File: src/rtl/key_debounce_pkg.sv
// Shared types and defaults for the key debounce family.
// State codes are fixed so that later debounce variants decode the same way.
package key_debounce_pkg;

    typedef enum logic [1:0] {
        IDLE_LO = 2'b00,
        WAIT_HI = 2'b01,
        IDLE_HI = 2'b11,
        WAIT_LO = 2'b10
    } dbnc_state_e;

    localparam int unsigned DEF_STABLE_CYCLES = 1_000_000;
    localparam int unsigned DEF_CNT_W         = 20;

endpackage

File: src/rtl/sync_2ff.sv
// Two-flop synchronizer for an asynchronous level input.
// Both flops reset to 0, and there is no logic between them.
module sync_2ff (
    input  logic clk,
    input  logic rst,
    input  logic d,
    output logic q
);

    logic meta;

    always_ff @(posedge clk or negedge rst) begin
        if (!rst) begin
            meta <= 1'b0;
            q    <= 1'b0;
        end else begin
            meta <= d;
            q    <= meta;
        end
    end

endmodule

File: src/rtl/key_debounce.sv
// Debounces a raw key level into a clean registered level.
// Also produces one-cycle rise and fall pulses.
module key_debounce
    import key_debounce_pkg::*;
#(
    parameter int unsigned STABLE_CYCLES = DEF_STABLE_CYCLES,
    parameter int unsigned CNT_W         = DEF_CNT_W,
    parameter bit          ACTIVE_LOW    = 1'b1
) (
    input  logic clk,
    input  logic rst,
    input  logic key_in,
    output logic key_out,
    output logic key_rise,
    output logic key_fall
);

    localparam logic [CNT_W-1:0] CNT_LAST = CNT_W'(STABLE_CYCLES - 1);

    logic              key_raw;
    logic              ksync;
    dbnc_state_e       state;
    dbnc_state_e       state_nxt;
    logic [CNT_W-1:0]  cnt;
    logic [CNT_W-1:0]  cnt_nxt;
    logic              out_nxt;
    logic              rise_nxt;
    logic              fall_nxt;

    // Normalise polarity so that 1 always means pressed from here on.
    assign key_raw = ACTIVE_LOW ? ~key_in : key_in;

    sync_2ff u_sync (
        .clk (clk),
        .rst (rst),
        .d   (key_raw),
        .q   (ksync)
    );

    // Next-state logic. A 0 on the final wait cycle still rejects the edge.
    always_comb begin
        state_nxt = state;
        cnt_nxt   = cnt;
        out_nxt   = key_out;
        rise_nxt  = 1'b0;
        fall_nxt  = 1'b0;
        case (state)
            IDLE_LO: begin
                if (ksync) begin
                    state_nxt = WAIT_HI;
                    cnt_nxt   = '0;
                end
            end
            WAIT_HI: begin
                if (!ksync) begin
                    state_nxt = IDLE_LO;
                    cnt_nxt   = '0;
                end else if (cnt == CNT_LAST) begin
                    state_nxt = IDLE_HI;
                    cnt_nxt   = '0;
                    out_nxt   = 1'b1;
                    rise_nxt  = 1'b1;
                end else begin
                    cnt_nxt = cnt + CNT_W'(1);
                end
            end
            IDLE_HI: begin
                if (!ksync) begin
                    state_nxt = WAIT_LO;
                    cnt_nxt   = '0;
                end
            end
            WAIT_LO: begin
                if (ksync) begin
                    state_nxt = IDLE_HI;
                    cnt_nxt   = '0;
                end else if (cnt == CNT_LAST) begin
                    state_nxt = IDLE_LO;
                    cnt_nxt   = '0;
                    out_nxt   = 1'b0;
                    fall_nxt  = 1'b1;
                end else begin
                    cnt_nxt = cnt + CNT_W'(1);
                end
            end
            default: begin
                state_nxt = IDLE_LO;
                cnt_nxt   = '0;
            end
        endcase
    end

    // State and stability counter registers.
    always_ff @(posedge clk or negedge rst) begin
        if (!rst) begin
            state <= IDLE_LO;
            cnt   <= '0;
        end else begin
            state <= state_nxt;
            cnt   <= cnt_nxt;
        end
    end

    // Output registers, so downstream logic only sees flop outputs.
    always_ff @(posedge clk or negedge rst) begin
        if (!rst) begin
            key_out  <= 1'b0;
            key_rise <= 1'b0;
            key_fall <= 1'b0;
        end else begin
            key_out  <= out_nxt;
            key_rise <= rise_nxt;
            key_fall <= fall_nxt;
        end
    end

endmodule

File: config.mk
export PLATFORM = sky130hd
export DESIGN_NAME = key_debounce
export DESIGN_NICKNAME = d
export VERILOG_FILES = /design/src/rtl/key_debounce_pkg.sv /design/src/rtl/sync_2ff.sv /design/src/rtl/key_debounce.sv
export SDC_FILE = /design/constraint.sdc
export NUM_CORES = 1
export LEC_CHECK = 0
export CAP_MARGIN = 0
export CORE_ASPECT_RATIO = 1.2
export CORE_MARGIN = 2
export CORE_UTILIZATION = 45
export DETAILED_ROUTE_END_ITERATION = 10
export HOLD_SLACK_MARGIN = 0.12
export PLACE_DENSITY_LB_ADDON = 0.25
export SLEW_MARGIN = 20
export SYNTH_ARGS = -nofsm -noshare
export SYNTH_HDL_FRONTEND = slang
export SYNTH_HIERARCHICAL = 1
export SYNTH_SLANG_ARGS = --single-unit
File: constraint.sdc
create_clock -name clk -period 2.65 [get_ports clk]
set_clock_uncertainty 0.15 [all_clocks]
set_input_delay 0.265 -clock clk [delete_from_list [all_inputs] [get_ports clk]]
set_output_delay 0.265 -clock clk [all_outputs]
set_load 0.03 [all_outputs]
==> results by group <==
Clock tree
  – H-tree depth: 1
  – Worst-Skew Late Latency: 270 ps
  – Post-CTS Resized: 0
  – Num CTS Buffers: 3
  – # Post-CTS Setup Buffers: 0
  – Clock transition at the registers of the reported paths: around 100 ps
  – Root Buffer: clkbuf_8
  – CTS tree: done
  – Hold buffers post-CTS: 0
  – CTS max path bufs: 2
  – # clock sinks: 27

Layout
  – Post-layout util: between 50% and 60%
  – # diodes: 0
  – Post-route cell area: between 1500 and 2000 um^2
  – Fraction of layout cells with a size suffix above 1: 10.5%
  – Non-Filler Instances: approximately 210
  – Nets: 180
  – Area Overhead vs Synth: 9.23%
  – Fill cells: approximately 320

Logic synthesis
  – Compound-Gate Fraction of Synth Area: between 15 and 20%
  – FF+latch count, synth: 27
  – Xor/xnor share of the synthesized area: 0%
  – Main combinational cell family by area after synthesis: simple AND/OR/NAND/NOR gates
  – Register area share after synthesis: 43.3%
  – Cell count after synthesis: 164
  – Synth Area in Adders: 4.01%
  – Post-Synth Simple-Gate Area: between 20% and 30%
  – Netlist Area Pre-Place: around 1600 um^2
  – Syn avg cell area: 9.51 um^2
  – Multiplexer area fraction after synthesis: under 10%
  – Synth Warn #: 6
  – Synth cell types: 36
  – Net count after synthesis: ~170

Setup path
  – CP Launch Type: flip-flop
  – WP data arrival: 2210 ps
  – Setup Crit Path Kind: reg2reg
  – Crit. End Element: flip-flop
  – CP max FO: 6
  – Critical Path RT: 2660 ps

Floorplanning
  – Die Y: 68.5 um
  – Area of the core: between 3000 and 4000 um^2
  – Die width: a little under 60 um
  – Core Rows: 23
  – Die ar.: about 4000 um^2
  – # IOs: 6
  – Initial core utilization: roughly 47%

Timing
  – Slew Limit Fails: 0
  – Max frequency: 455 MHz
  – Shortest period the worst path allows: between 2000 and 2500 ps
  – TNS Setup: 0 ps
  – Relative slew slack: between 70 and 80%
  – Worst-margin pin slew: approximately 380 ps
  – Final Hold Violating Endpoints: 0
  – RSZ-0062 raised after global routing: false
  – Final period util: 82.9%
  – Final setup fails: 0
  – Final Worst Setup Slack: around 450 ps

Global route
  – Vias in the first global route: about 1.3k
  – M3 GR Usage: 2.46%
  – Top Usage Layer GRT: met2
  – Met2 usage: a little under a third
  – Met1 GRT Util: 23.4%
  – Grt total ovfl: 0
  – First-pass GRT wire length: around 5800 um
  – Initial antenna violation count: 0
  – Largest net degree at the start of global routing: 28
  – Total GRT Usage: between 10% and 20%

Route
  – Detailed Routing Iterations Pass 1: 4
  – Wire per inst: approximately 15 um
  – Residual DRC: 0
  – DRT antenna net count: 0
  – Routed via count: between 1k and 1.5k
  – DRT Wirelength: 3210 um
  – DRT iter0 DRCs: 44
  – Via density per instance: 6.12

Run status
  – Status: completed

Placement
  – HPWL after DPL: about 2300 um
  – Routability cong.: 0.787
  – Post-DP Area: roughly 1700 um^2
  – Dpl cells: 204
  – Dpl ws: roughly 470 ps
  – Port Buffers: 5

Pwr
  – Standby leakage power: 0.800 nW
  – Worst IR drop on VDD: 0.511 mV
  – Power density cells: approximately 700 nW/um^2

Hold path
  – Hold Crit Class: in2async

Flow run
  – MaxCap Viol Count: 0
==> layer usage <==
layer  vias to the layer above  wire [um]  share of wire (%)
li1                        619          -                  -
met1                       622       1460                 45
met2                        27       1600                 50
met3                         5        112                3.5
met4                         0         40                1.2
met5                         -          0                  0
==> per-stage QoR <==
step	power, mW	hold WS, ps
finish	1.19	204
floorplan	0.832	-181
CTS	1.20	206
detailed placement	0.960	185
global route	1.29	229
global placement	0.945	182
==> power breakdown <==
part           internal, mW  switching (mW)  leakage (nW)
sequential            0.435          0.0206         0.368
combinational         0.204           0.292         0.407
clock                 0.105           0.132        0.0255
==> flip-flops by register name, summed over array words and instances (netlist names) <==
signal / cells
state: 2
cnt: 20
key_rise: 1
u_sync/q: 1
key_out: 1
key_fall: 1
u_sync/meta: 1
==> logic make-up after synthesis <==
family	after synthesis
and+or+nand+nor	74
AOI/OAI and AO/OA	39
DFF	27
buffers and inverters	10
muxes	9
adders and majority gates	5
==> area by class of cell <==
class	count	area (um^2)	share of cell area (%)
clock buffers	3	41.3	2.42
clock inverters	1	5.00	0.294
flip-flops and latches	27	676	39.7
well taps	37	46.3	2.72
repair buffers	9	80.1	4.70
multi-input cells	127	840	49.3
inverters	4	15.0	0.882
==> cell usage after synthesis, drive strengths merged <==
cell / instances / area (um^2)
a211o: 1 / 8.76
a21o: 2 / 15.0
a21oi: 5 / 25.0
a22o: 11 / 96.3
a31o: 2 / 17.5
and2: 2 / 12.5
and2b: 1 / 7.51
and3: 6 / 42.5
and3b: 1 / 8.76
and4: 4 / 35.0
buf: 5 / 25.0
clkbuf: 1 / 3.75
dfrtp: 27 / 676
ha: 5 / 62.6
inv: 4 / 15.0
mux2: 4 / 48.8
mux2i: 5 / 50.1
nand2: 16 / 67.6
nand2b: 1 / 6.26
nand3: 3 / 15.0
nand4: 7 / 43.8
nor2: 15 / 56.3
nor2b: 5 / 31.3
nor3: 5 / 25.0
nor3b: 1 / 7.51
nor4: 4 / 31.3
nor4b: 2 / 23.8
o21a: 2 / 15.0
o21ai: 16 / 80.1
or3: 1 / 6.26
==> critical path: stages, from the launching register on <==
cell	delay, ps
dfrtp_1	380
ha_1	220
and3_4	240
nand2_4	60
or3_1	480
a21o_1	250
mux2_4	310
==> layout by cell type, fill, tap and decap left out <==
| cell type | n |
|---|---|
| nor4b_2 | 1 |
| nand4_1 | 7 |
| a21o_1 | 2 |
| mux2_4 | 1 |
| o21a_1 | 2 |
| clkinv_2 | 1 |
| mux2_2 | 3 |
| buf_4 | 4 |
| nor3b_1 | 1 |
| ha_1 | 5 |
| nor4_2 | 1 |
| o21ai_0 | 15 |
| nor4b_1 | 1 |
| a31o_2 | 2 |
| or3_1 | 1 |
| and2_1 | 2 |
| a211o_1 | 1 |
| a21oi_1 | 5 |
| and3_1 | 5 |
| and3b_1 | 1 |
| nand3_1 | 3 |
| nand2_1 | 15 |
| nor4_1 | 3 |
| mux2i_1 | 5 |
| nor2b_1 | 5 |
| inv_1 | 4 |
| nor3_1 | 5 |
| and4_1 | 4 |
| a22o_1 | 11 |
| and2b_1 | 1 |
| clkdlybuf4s50_1 | 5 |
| dfrtp_1 | 27 |
| nand2_4 | 1 |
| and3_4 | 1 |
| nor2_1 | 15 |
| clkbuf_8 | 3 |
| nand2b_1 | 1 |
| o21ai_1 | 1 |
==> worst paths after layout <==
kind	cells after the start	end	slack, ps	startpoint
max in group asynchronous	2	cnt[0]$_DFFE_PN0P_	1890	rst
setup reg to reg	6	state[1]$_DFFE_PN0P_	450	cnt[0]$_DFFE_PN0P_
min in group clk	0	u_sync/q$_DFF_PN0_	200	u_sync/meta$_DFF_PN0_
hold reg to reg	0	u_sync/q$_DFF_PN0_	200	u_sync/meta$_DFF_PN0_
setup / recovery	6	state[1]$_DFFE_PN0P_	450	cnt[0]$_DFFE_PN0P_
hold / removal	2	cnt[10]$_DFFE_PN0P_	200	rst
Note: power is estimated with default switching activity, not from simulation.
